## src/rtl/config_chain_segment_if.sv

```systemverilog
// Chain-side signal bundle for one config_chain_segment.
//   master : driven by the bitstream loader (or previous tile logic)
//   slave  : the segment itself
// Signals:
//   enable     shift strobe
//   data_in    LANES-bit chain input
//   data_out   LANES-bit chain output (top of the shift register)
//   commit     copy shift register into shadow register
//   capture    copy shadow register into shift register (readback)
//   config_out active configuration (shadow register)
//   full       a complete frame has been shifted in
interface config_chain_segment_if #(
  parameter int unsigned CONFIG_WIDTH = 4,
  parameter int unsigned LANES        = 1
);
  logic                    enable;
  logic [LANES-1:0]        data_in;
  logic [LANES-1:0]        data_out;
  logic                    commit;
  logic                    capture;
  logic [CONFIG_WIDTH-1:0] config_out;
  logic                    full;

  modport master (
    output enable, data_in, commit, capture,
    input  data_out, config_out, full
  );

  modport slave (
    input  enable, data_in, commit, capture,
    output data_out, config_out, full
  );
endinterface

```

## src/rtl/config_chain_segment.sv

```systemverilog
// Configuration-chain segment for one kfpga tile.
// A LANES-wide serial shift register of CONFIG_WIDTH bits feeds a shadow register, so the
// tile's active configuration only changes on a commit strobe. A capture strobe reloads
// the shift register from the shadow register for readback, and a saturating frame
// counter flags when a full frame (CONFIG_WIDTH/LANES shifts) has been loaded.
// Ports:
//   clock  : rising-edge clock
//   nreset : synchronous active-low reset, overrides everything
//   bus    : chain signals (enable, data_in, data_out, commit, capture, config_out, full)
// All outputs are decoded directly from registers; no input-to-output combinational path.
module config_chain_segment #(
  parameter int unsigned CONFIG_WIDTH = 4,
  parameter int unsigned LANES        = 1
) (
  input logic                  clock,
  input logic                  nreset,
  config_chain_segment_if.slave bus
);

  localparam int unsigned DEPTH = CONFIG_WIDTH / LANES;
  localparam int unsigned CntW  = $clog2(DEPTH + 1);
  localparam logic [CntW-1:0] CntMax = CntW'(DEPTH);

  logic [CONFIG_WIDTH-1:0] sr_q, sr_d;
  logic [CONFIG_WIDTH-1:0] sh_q, sh_d;
  logic [CntW-1:0]         cnt_q, cnt_d;
  logic [CONFIG_WIDTH-1:0] sr_shifted;

  // A single-group chain has nothing to shift along; it simply loads data_in.
  if (LANES == CONFIG_WIDTH) begin : g_single_group
    assign sr_shifted = bus.data_in;
  end else begin : g_multi_group
    assign sr_shifted = {sr_q[CONFIG_WIDTH-LANES-1:0], bus.data_in};
  end

  always_comb begin
    sr_d  = sr_q;
    sh_d  = sh_q;
    cnt_d = cnt_q;

    if (bus.capture) begin
      sr_d = sh_q;
    end else if (bus.enable) begin
      sr_d = sr_shifted;
    end

    // Uses the pre-edge sr_q, so commit+capture swaps and commit+enable commits pre-shift data.
    if (bus.commit) begin
      sh_d = sr_q;
    end

    if (bus.capture) begin
      cnt_d = '0;
    end else if (bus.commit && bus.enable) begin
      cnt_d = CntW'(1);
    end else if (bus.commit) begin
      cnt_d = '0;
    end else if (bus.enable && (cnt_q != CntMax)) begin
      cnt_d = cnt_q + 1'b1;
    end
  end

  always_ff @(posedge clock) begin
    if (!nreset) begin
      sr_q  <= '0;
      sh_q  <= '0;
      cnt_q <= '0;
    end else begin
      sr_q  <= sr_d;
      sh_q  <= sh_d;
      cnt_q <= cnt_d;
    end
  end

  assign bus.data_out   = sr_q[CONFIG_WIDTH-1 -: LANES];
  assign bus.config_out = sh_q;
  assign bus.full       = (cnt_q == CntMax);

endmodule

```

## src/flat_wrapper.sv

```systemverilog
// flat-port wrapper written by rule: the top's interface ports become plain ports
module config_chain_segment_flat 
#(
  parameter int unsigned CONFIG_WIDTH = 4,
  parameter int unsigned LANES        = 1
)
  (clock, nreset, bus_enable, bus_data_in, bus_commit, bus_capture, bus_data_out, bus_config_out, bus_full);
  config_chain_segment_if #(.CONFIG_WIDTH(CONFIG_WIDTH), .LANES(LANES)) bus_i ();
  input logic clock;
  input logic nreset;
  input wire logic [$bits(bus_i.enable)-1:0] bus_enable;
  input wire logic [$bits(bus_i.data_in)-1:0] bus_data_in;
  input wire logic [$bits(bus_i.commit)-1:0] bus_commit;
  input wire logic [$bits(bus_i.capture)-1:0] bus_capture;
  output wire logic [$bits(bus_i.data_out)-1:0] bus_data_out;
  output wire logic [$bits(bus_i.config_out)-1:0] bus_config_out;
  output wire logic [$bits(bus_i.full)-1:0] bus_full;
  assign bus_i.enable = bus_enable;
  assign bus_i.data_in = bus_data_in;
  assign bus_i.commit = bus_commit;
  assign bus_i.capture = bus_capture;
  assign bus_data_out = bus_i.data_out;
  assign bus_config_out = bus_i.config_out;
  assign bus_full = bus_i.full;
  config_chain_segment #(.CONFIG_WIDTH(CONFIG_WIDTH), .LANES(LANES)) u_core (.clock(clock), .nreset(nreset), .bus(bus_i));
endmodule
```

## config.mk

```make
export PLATFORM = sky130hd
export DESIGN_NAME = config_chain_segment_flat
export DESIGN_NICKNAME = d
export VERILOG_FILES = /design/src/rtl/config_chain_segment_if.sv /design/src/rtl/config_chain_segment.sv /design/src/flat_wrapper.sv
export SDC_FILE = /design/constraint.sdc
export NUM_CORES = 1
export LEC_CHECK = 0
export BUFFER_PORTS_ARGS = -buffer_cell sky130_fd_sc_hd__buf_4
export CORE_AREA = 2 2 39 41
export CTS_CLUSTER_DIAMETER = 40
export DETAILED_ROUTE_END_ITERATION = 10
export DIE_AREA = 0 0 41 43
export GPL_ROUTABILITY_DRIVEN = 0
export HOLD_SLACK_MARGIN = 0.15
export PLACE_DENSITY = 0.68
export SYNTH_ARGS = -nofsm -noshare
export SYNTH_HDL_FRONTEND = slang
export SYNTH_SLANG_ARGS = --single-unit
```

## constraint.sdc

```tcl
create_clock -name clock -period 1.5 [get_ports clock]
set_input_delay 0.225 -clock clock [delete_from_list [all_inputs] [get_ports clock]]
set_output_delay 0.225 -clock clock [all_outputs]
set_load 0.005 [all_outputs]
```

==> results_dict.tcl, run 1 <==
set metrics [dict create \
    wl_um 869 \
    netlist_top_cells_count "dfxtp_1 (11), mux2i_1 (9), and2_1 (5), nand2_1 (5)" \
    numCtsBuffers 3 \
    clk_latency_ps 270 \
    synth_cells 55 \
    vias 406 \
    die_w_um 41 \
    setup_violations 0 \
    rsz0062_at_grt "no" \
    cts_max_path_buffers 2 \
    ioPinCount 12 \
    gr-total-overflow 0 \
    syn_area_per_cell_um2 9.69 \
    grt_pass1_wl_mm 1.50 \
    min_period_ps 1400 \
    yosys.area.top_type "dfxtp_1" \
    first_pass_iters 2 \
    synth_nets 63 \
    crit_required_ps 1270 \
    place_hpwl_um 615 \
    setup_tns_ps 0 \
    seq_area_frac_synth_pct 41.3 \
    p_leak_nw 0.275 \
    viasPerCell 4.89 \
    cp-end-kind "output port" \
    grt_max_degree 10 \
    yosysMostFrequentCell "dfxtp_1" \
    start_kind "flip-flop" \
    synth-main-ff-cell "dfxtp_1" \
    drive_gt1_share_pct 26.9 \
    fmax_mhz 712 \
    min-delay-path-class "in -> reg" \
    maxCapViolCount 0 \
    hold_viol 0 \
    netlist_area_um2 533 \
    clock-skew-final_ps 3.88 \
    final_cells 83 \
    wl_per_cell_um 10.5 \
    nets 76 \
    cts_tree "built" \
    ys_warn_count 0 \
    r2r_slack_ps 320 \
    grt_use_total_pct 12.3 \
    post_synth_num_cell_types 19 \
    clk_pin_slew_ps 80 \
    diodes 0 \
    crit_type "reg -> out" \
    clock-sinks 11 \
    antenna_left 0 \
    max-slew-margin-rel_pct 81.2 \
    synth_top_area_share_pct 41.3 \
    status "finished, final reports clean" \
    h-tree-depth 1 \
    die-area_um2 1760 \
    drtIter0Drc 5 \
    die_h_um 43 \
    async_flop_share_pct 0 \
    cts_root_buffer "clkbuf_4" \
    tightestPinTransition_ps 282 \
    crit_arrival_ps 1180 \
    fin_crit_sh_pct 93.6 \
    synth_edf_count 0 \
    numPortBuffers 11 \
    antenna_found_initial 0 \
    post-place-ws_ps 292 \
    final.setup.worst_slack_ps 95.3 \
    post_cts_buffers 0 \
    slew_viol_final 0 \
    coreArea_um2 1380 \
    initial_core_util_pct 38.5 \
    row_count 14 \
    area_growth_pct 20.9 \
    synth_area_leaders "dfxtp_1 (41%), mux2i_1 (17%), and2_1 (5.9%), ha_1 (4.7%), nor2b_1 (4.7%)" \
    path_max_fanout 4 \
    grt_pass1_vias 356 \
    power_density_nw_per_um2 854 \
    dp_cells 79 \
    synth-seq-cells 11 \
    drc 0 \
    vdd_drop_max_uv 489 \
]
[where the power goes]
group | total, W | switching, W | internal (W)
clock | 0.000205 | 0.000106 | 0.0000986
combinational | 0.0000478 | 0.0000231 | 0.0000247
sequential | 0.000298 | 0.00000263 | 0.000295
[what timing repair did]
item,in CTS,in global routing
hold endpoints to repair,0,0
gates resized for setup,0,1
endpoints found under the setup margin,0,1
hold buffers,0,0
[flip-flops by register name, summed over array words and instances, names as in the netlist]
signal,count
u_core.bus.config_out,4
u_core.sr_q,4
u_core.cnt_q,3
[cell type report]
type	instances	area, um^2
clock buffers	3	22.5
multi-input cells	39	287
clock inverters	1	5.00
fillers	144	739
repair buffers	11	82.6
well taps	16	20.0
inverters	2	7.51
flip-flops and latches	11	220
[cell usage in the layout, fill, tap and decap left out, drive strengths merged]
| cell type | n |
|---|---|
| ha | 2 |
| mux2i | 9 |
| nand2b | 1 |
| or3 | 1 |
| nand2 | 5 |
| a21oi | 3 |
| nor2b | 4 |
| o21ai | 5 |
| clkbuf | 3 |
| inv | 2 |
| buf | 11 |
| and2 | 5 |
| clkinv | 1 |
| nor2 | 1 |
| a2111oi | 1 |
| nor3 | 1 |
| a21boi | 1 |
| dfxtp | 11 |
[through the flow]
step / total power, W / cell area [um^2] / hold slack (ps) / utilization, %
after global placement: 0.000353 / 614 / 501 / 44.4
after floorplan: 0.000339 / 533 / 347 / -
after CTS: 0.000557 / 642 / 207 / 46.4
final: 0.000550 / 644 / 209 / 46.6
after global routing: 0.000576 / 644 / 212 / 46.6
after detailed placement: 0.000353 / 614 / 499 / 44.4
[critical path, cell delays in order, from the launching register on]
cell,delay (ps)
dfxtp_1,360
inv_1,60
ha_2,210
and2_1,160
buf_4,130
[cells by family (layout without fill, tap and decap cells)]
family / Yosys count / after routing / synth area share [%]
buffers and inverters: 5 / 17 / 5.40
DFF: 11 / 11 / 41.3
adders and majority gates: 2 / 2 / 4.69
AOI/OAI and AO/OA: 10 / 10 / 13.6
muxes: 9 / 9 / 16.9
and+or+nand+nor: 18 / 18 / 18.1
[worst paths after layout]
kind / start / end / depth (start not counted)
setup / recovery: u_core.cnt_q[0] / bus_full / 4
hold / removal: bus_commit / u_core.cnt_q[1] / 2
setup reg to reg: u_core.cnt_q[0] / u_core.cnt_q[0] / 5
hold reg to reg: u_core.bus.config_out[2] / u_core.bus.config_out[2] / 2
[layer usage]
| layer | up-vias | wire, um | global-route usage (%) |
|---|---|---|---|
| met5 | - | 0 | 0 |
| met4 | 0 | 6 | 8.00 |
| met3 | 2 | 31 | 1.57 |
| met2 | 7 | 393 | 15.6 |
| met1 | 186 | 437 | 18.7 |
| li1 | 211 | - | - |
No activity file was read; power rests on OpenSTA's default activity.
==> run 2, diff against run 1 <==
--- a/config.mk
+++ b/config.mk
@@ -10,9 +10,9 @@
 export CTS_CLUSTER_DIAMETER = 40
 export DETAILED_ROUTE_END_ITERATION = 10
 export DIE_AREA = 0 0 41 43
-export GPL_ROUTABILITY_DRIVEN = 0
+export GPL_ROUTABILITY_DRIVEN = 1
 export HOLD_SLACK_MARGIN = 0.15
-export PLACE_DENSITY = 0.68
+export PLACE_DENSITY = 0.7
 export SYNTH_ARGS = -nofsm -noshare
 export SYNTH_HDL_FRONTEND = slang
 export SYNTH_SLANG_ARGS = --single-unit
==> constraint.sdc (replaced) <==
create_clock -name clock -period 1.3 [get_ports clock]
set_input_delay 0.195 -clock clock [delete_from_list [all_inputs] [get_ports clock]]
set_output_delay 0.195 -clock clock [all_outputs]
set_load 0.005 [all_outputs]
==> run 2 against run 1 <==
- count of clock-buffer cells in the layout rose by 1
- highest routed layer unchanged
- non-clock buffer count is 4 higher
- global-route usage increased by 0.37 points
- final cell count is 4.8% higher
- clock power is 10% higher
- worst hold slack worse by 28 ps
==> results_dict.tcl, run 2 (synthesized netlist as in run 1, its figures left out) <==
set metrics [dict create \
    status "finished, final reports clean" \
    cp_num_buf_inv 2 \
    grt_use_total_pct 12.7 \
    pwr-share-comb_pct 10.1 \
    min-delay-path-class "in -> reg" \
    clk_latency_ps 260 \
    max-slew-margin-rel_pct 80.2 \
    crit_required_ps 1110 \
    row_count 14 \
    die_h_um 43 \
    worstPathCellList "inv_1 -> ha_4 -> and2_4 -> buf_6" \
    viasPerCell 5.00 \
    vias 435 \
    cts_root_buffer "clkbuf_4" \
    wl_um 972 \
    antenna_left 0 \
    numCtsBuffers 3 \
    diodes 0 \
    fin_crit_sh_pct 95.2 \
    first_pass_iters 4 \
    top_layer "met4" \
    antenna_found_initial 0 \
    drive_gt1_share_pct 35.2 \
    regArea_um2 223 \
    min_period_ps 1240 \
    area_growth_pct 29.8 \
    initial_core_util_pct 38.5 \
    h-tree-depth 1 \
    cpPeakStageDelay_ps 320 \
    gr-total-overflow 0 \
    multiInputGateArea_um2 299 \
    ioPinCount 12 \
    min-delay-start "bus_commit" \
    vdd_drop_max_uv 539 \
    fmax_mhz 808 \
    crit_path_top_delay_cell "dfxtp_2" \
    die_w_um 41 \
    start_kind "flip-flop" \
    clock-sinks 11 \
    hold_viol 0 \
    gp_congestion 0.649 \
    r2r_slack_ps 70 \
    path_max_fanout 2 \
    min_delay_path_depth 2 \
    slew_viol_final 0 \
    clock-skew-final_ps 0.595 \
    drtIter0Drc 6 \
    internal_power_w 0.000494 \
    final_cells 87 \
    switching_share_pct 22.2 \
    dr_wl_met2_um 503 \
    route.met3.wl_um 34 \
    power_frac_clock_pct 35.7 \
    final_cell_mix "buf_4 (14), mux2i_1 (9), dfxtp_1 (9)" \
    numPortBuffers 11 \
    place_hpwl_um 659 \
    rsz0062_at_grt "no" \
    drt-met1-wl_um 427 \
    maxCapViolCount 0 \
    post-place-ws_ps 64.0 \
    setup_tns_ps 0 \
    p_seq_share_pct 54.2 \
    rr_worst_depth 5 \
    cts_tree "built" \
    grt_max_degree 10 \
    wl_per_cell_um 11.2 \
    reg2reg_to "u_core.cnt_q[2]" \
    cp-end-kind "output port" \
    grt_pass1_vias 400 \
    min_to "u_core.cnt_q[1]" \
    drc 0 \
    final_common_cell "buf_4" \
    p_switching_w 0.000141 \
    power_density_nw_per_um2 917 \
    final.setup.worst_slack_ps 63.0 \
    clk_pin_slew_ps 70 \
    cts_max_path_buffers 2 \
    crit_arrival_ps 1040 \
    grt_pass1_wl_mm 1.55 \
    r2r-start "u_core.cnt_q[0]" \
    die-area_um2 1760 \
    p_leak_nw 0.297 \
    tightestPinTransition_ps 296 \
    setup_violations 0 \
    fillerInstances 139 \
    critPathTopFamily "flip-flops" \
    crit_type "reg -> out" \
    nets 80 \
    dp_cells 79 \
    coreArea_um2 1380 \
]
==> run 2: worst register-to-register path: cells and delay by family, from the launching register on <==
family | cells | cell delay (ps)
buffers and inverters | 1 | 130
AO/OA/AOI/OAI | 1 | 360
adder cells (fa/ha/maj) | 1 | 200
flip-flops | 1 | 320
AND/OR/NAND/NOR | 2 | 110
==> run 2: worst max path at each step <==
stage | startpoint | end | slack, ps | cells after the start
6_report | u_core.cnt_q[1] | bus_full | 60 | 4
5_1_grt | u_core.cnt_q[0] | bus_full | 5 | 4
4_1_cts | u_core.cnt_q[0] | bus_full | 10 | 4
2_1_floorplan | u_core.cnt_q[0] | u_core.cnt_q[0] | 150 | 5
3_5_place_dp | u_core.cnt_q[0] | u_core.cnt_q[0] | 60 | 5
3_3_place_gp | u_core.cnt_q[0] | u_core.cnt_q[0] | 120 | 5
==> run 2: what timing repair did <==
action                     4_1_cts  5_1_grt
gates resized for setup          4        3
setup endpoints to repair        1        1
hold buffers                     0        0
buffers inserted                 3        1
pin swaps                        1        1
==> run 2: area by class of cell <==
type | instances | share of cell area, %
clock buffers | 4 | 3.80
well taps | 16 | 2.89
flip-flops and latches | 11 | 32.2
multi-input cells | 39 | 43.2
repair buffers | 15 | 16.8
inverters | 2 | 1.08
==> run 2: layer usage <==
layer | vias to the layer above | track usage, %
li1 | 217 | -
met1 | 206 | 14.6
met2 | 10 | 19.7
met3 | 2 | 3.14
met4 | 0 | 8.00
met5 | - | 0
==> run 2: through the flow <==
step	total power [W]	util, %	hold WS, ps	cell area (um^2)
CTS	0.000638	49.0	179	678
finish	0.000634	50.0	181	692
floorplan	0.000391	-	317	533
global placement	0.000406	44.4	467	614
global route	0.000669	50.0	182	692
detailed placement	0.000408	44.4	470	614
==> run 2: power by group through the flow <==
stage / Combinational (W) / Sequential [W] / Clock (W)
2_1_floorplan: 0.0000401 / 0.000351 / 0
3_3_place_gp: 0.0000550 / 0.000351 / 0
3_5_place_dp: 0.0000560 / 0.000352 / 0
4_1_cts: 0.0000624 / 0.000344 / 0.000232
5_1_grt: 0.0000702 / 0.000344 / 0.000254
6_report: 0.0000642 / 0.000344 / 0.000226
==> run 3, diff against run 2 <==
==> constraint.sdc (replaced) <==
create_clock -name clock -period 1.15 [get_ports clock]
set_input_delay 0.0575 -clock clock [delete_from_list [all_inputs] [get_ports clock]]
set_output_delay 0.0575 -clock clock [all_outputs]
set_load 0.005 [all_outputs]
==> run 3 against run 2 <==
- register-to-register slack worse by 50 ps
- sequential share of layout area is 0.47 points higher
- via count is 3.0% lower
- non-clock buffer count shrank 2
- die area stayed put
- sequential power increased by 13%
==> results_dict.tcl, run 3 (synthesized netlist as in run 1, its figures left out) <==
set metrics [dict create \
    setup.worst_path.end "bus_full" \
    worstPathCellList "inv_2 -> ha_4 -> and2_4 -> buf_6" \
    cts_max_path_buffers 2 \
    place_hpwl_um 659 \
    first_pass_iters 5 \
    post-place-ws_ps -86.0 \
    fin_crit_sh_pct 99.6 \
    vdd_drop_max_uv 620 \
    final_common_cell "buf_4" \
    grt_max_degree 10 \
    ioPinCount 12 \
    drive_gt1_share_pct 31.9 \
    grt_pass1_wl_mm 1.61 \
    reg2reg_to "u_core.cnt_q[0]" \
    cp-end-kind "output port" \
    gr-total-overflow 0 \
    die-area_um2 1760 \
    gp_congestion 0.649 \
    setup_tns_ps 0 \
    antenna_found_initial 0 \
    cp_num_buf_inv 2 \
    clk_pin_slew_ps 70 \
    clock-sinks 11 \
    min-delay-path-class "in -> reg" \
    grt_pass1_vias 420 \
    initial_core_util_pct 38.5 \
    grt_use_total_pct 13.2 \
    area_growth_pct 27.9 \
    cts_tree "built" \
    path_max_fanout 4 \
    cts_root_buffer "clkbuf_4" \
    clk_latency_ps 260 \
    r2r_slack_ps 20 \
    status "finished, final reports clean" \
    numCtsBuffers 3 \
    fin_util_pct 49.3 \
    crit_arrival_ps 1090 \
    p_total_w 0.000715 \
    die_w_um 41 \
    crit_type "reg -> out" \
    coreArea_um2 1380 \
    rr_worst_depth 5 \
    numPortBuffers 11 \
    row_count 14 \
    antenna_left 0 \
    die_h_um 43 \
    critPathTopFamily "flip-flops" \
    maxCapViolCount 0 \
    min_period_ps 1150 \
    cp.depth 4 \
    min-delay-start "bus_enable" \
    start_kind "flip-flop" \
    clock-skew-final_ps 0.519 \
    wl_per_cell_um 10.8 \
    startpoint "u_core.cnt_q[0]" \
    rsz0062_at_grt "yes" \
    viasPerCell 4.96 \
    vias 422 \
    wl_um 921 \
    drtIter0Drc 9 \
    crit_required_ps 1090 \
    r2r-start "u_core.cnt_q[0]" \
    cpPeakStageDelay_ps 350 \
    power_density_nw_per_um2 1050 \
    crit_path_top_delay_cell "dfxtp_2" \
    whs_ps 158 \
    setup_violations 0 \
    max-slew-margin-rel_pct 80.4 \
    p_leak_nw 0.286 \
    tightestPinTransition_ps 293 \
    post_cts_buffers 0 \
    nets 78 \
    final.setup.worst_slack_ps 4.53 \
    fmax_mhz 873 \
    hold_viol 0 \
    h-tree-depth 1 \
    slew_viol_final 0 \
    drc 0 \
    final_cell_mix "buf_4 (10), mux2i_1 (9), dfxtp_1 (9)" \
    diodes 0 \
]
[run 3: cell types whose count changed in the layout (fill, tap and decap cells not counted)]
cell | previous run | this run
buf_4 | 14 | 10
dlygate4sd3_1 | 0 | 2
inv_1 | 1 | 0
inv_2 | 1 | 2
[run 3: through the flow]
stage,cell area (um^2),std cells
after floorplan,533,55
after global placement,614,79
after detailed placement,614,79
after CTS,682,85
after global routing,682,85
final,682,85
[run 3: area by class of cell]
type                            instances  area, um^2
Sequential cell                        11         223
Fill cell                             144         702
Inverter                                2        7.51
Timing Repair Buffer                   13         106
Multi-Input combinational cell         39         299
Clock buffer                            4        26.3
Tap cell                               16        20.0
[run 3: power breakdown]
| part | switching [W] | leakage, nW | total (W) | internal [W] |
|---|---|---|---|---|
| Clock | 0.000121 | 0.0150 | 0.000255 | 0.000134 |
| Sequential | 0.00000370 | 0.0898 | 0.000389 | 0.000386 |
| Combinational | 0.0000327 | 0.181 | 0.0000716 | 0.0000389 |
[run 3: how the worst min path moves through the flow]
stage	end	slack, ps	depth (start not counted)
final	u_core.cnt_q[0]	160	3
after global routing	u_core.cnt_q[0]	170	3
after CTS	u_core.cnt_q[0]	150	3
after detailed placement	u_core.cnt_q[1]	330	2
after global placement	u_core.cnt_q[1]	330	2
after floorplan	u_core.sr_q[0]	180	1
[run 3: worst reg2reg max path, cell delays in order (launching register included)]
cell and delay [ps]:
dfxtp_2 330, inv_2 70, ha_4 160, a21boi_4 60
or3_1 330, a21oi_2 120
[run 3: timing repair]
item / in CTS / in global routing
hold buffers: 2 / 0
gates resized for setup: 8 / 0
endpoints found under the setup margin: 4 / 3
pin swaps: 1 / 1
hold endpoints to repair: 11 / 0
[run 3: layer usage]
layer  global-route usage (%)  share of wire (%)  vias to the layer above
met5                        0                  0                        -
li1                         -                  -                      216
met1                     14.9                 45                      197
met3                     3.14                2.9                        2
met4                     8.00               0.65                        0
met2                     20.9                 51                        7
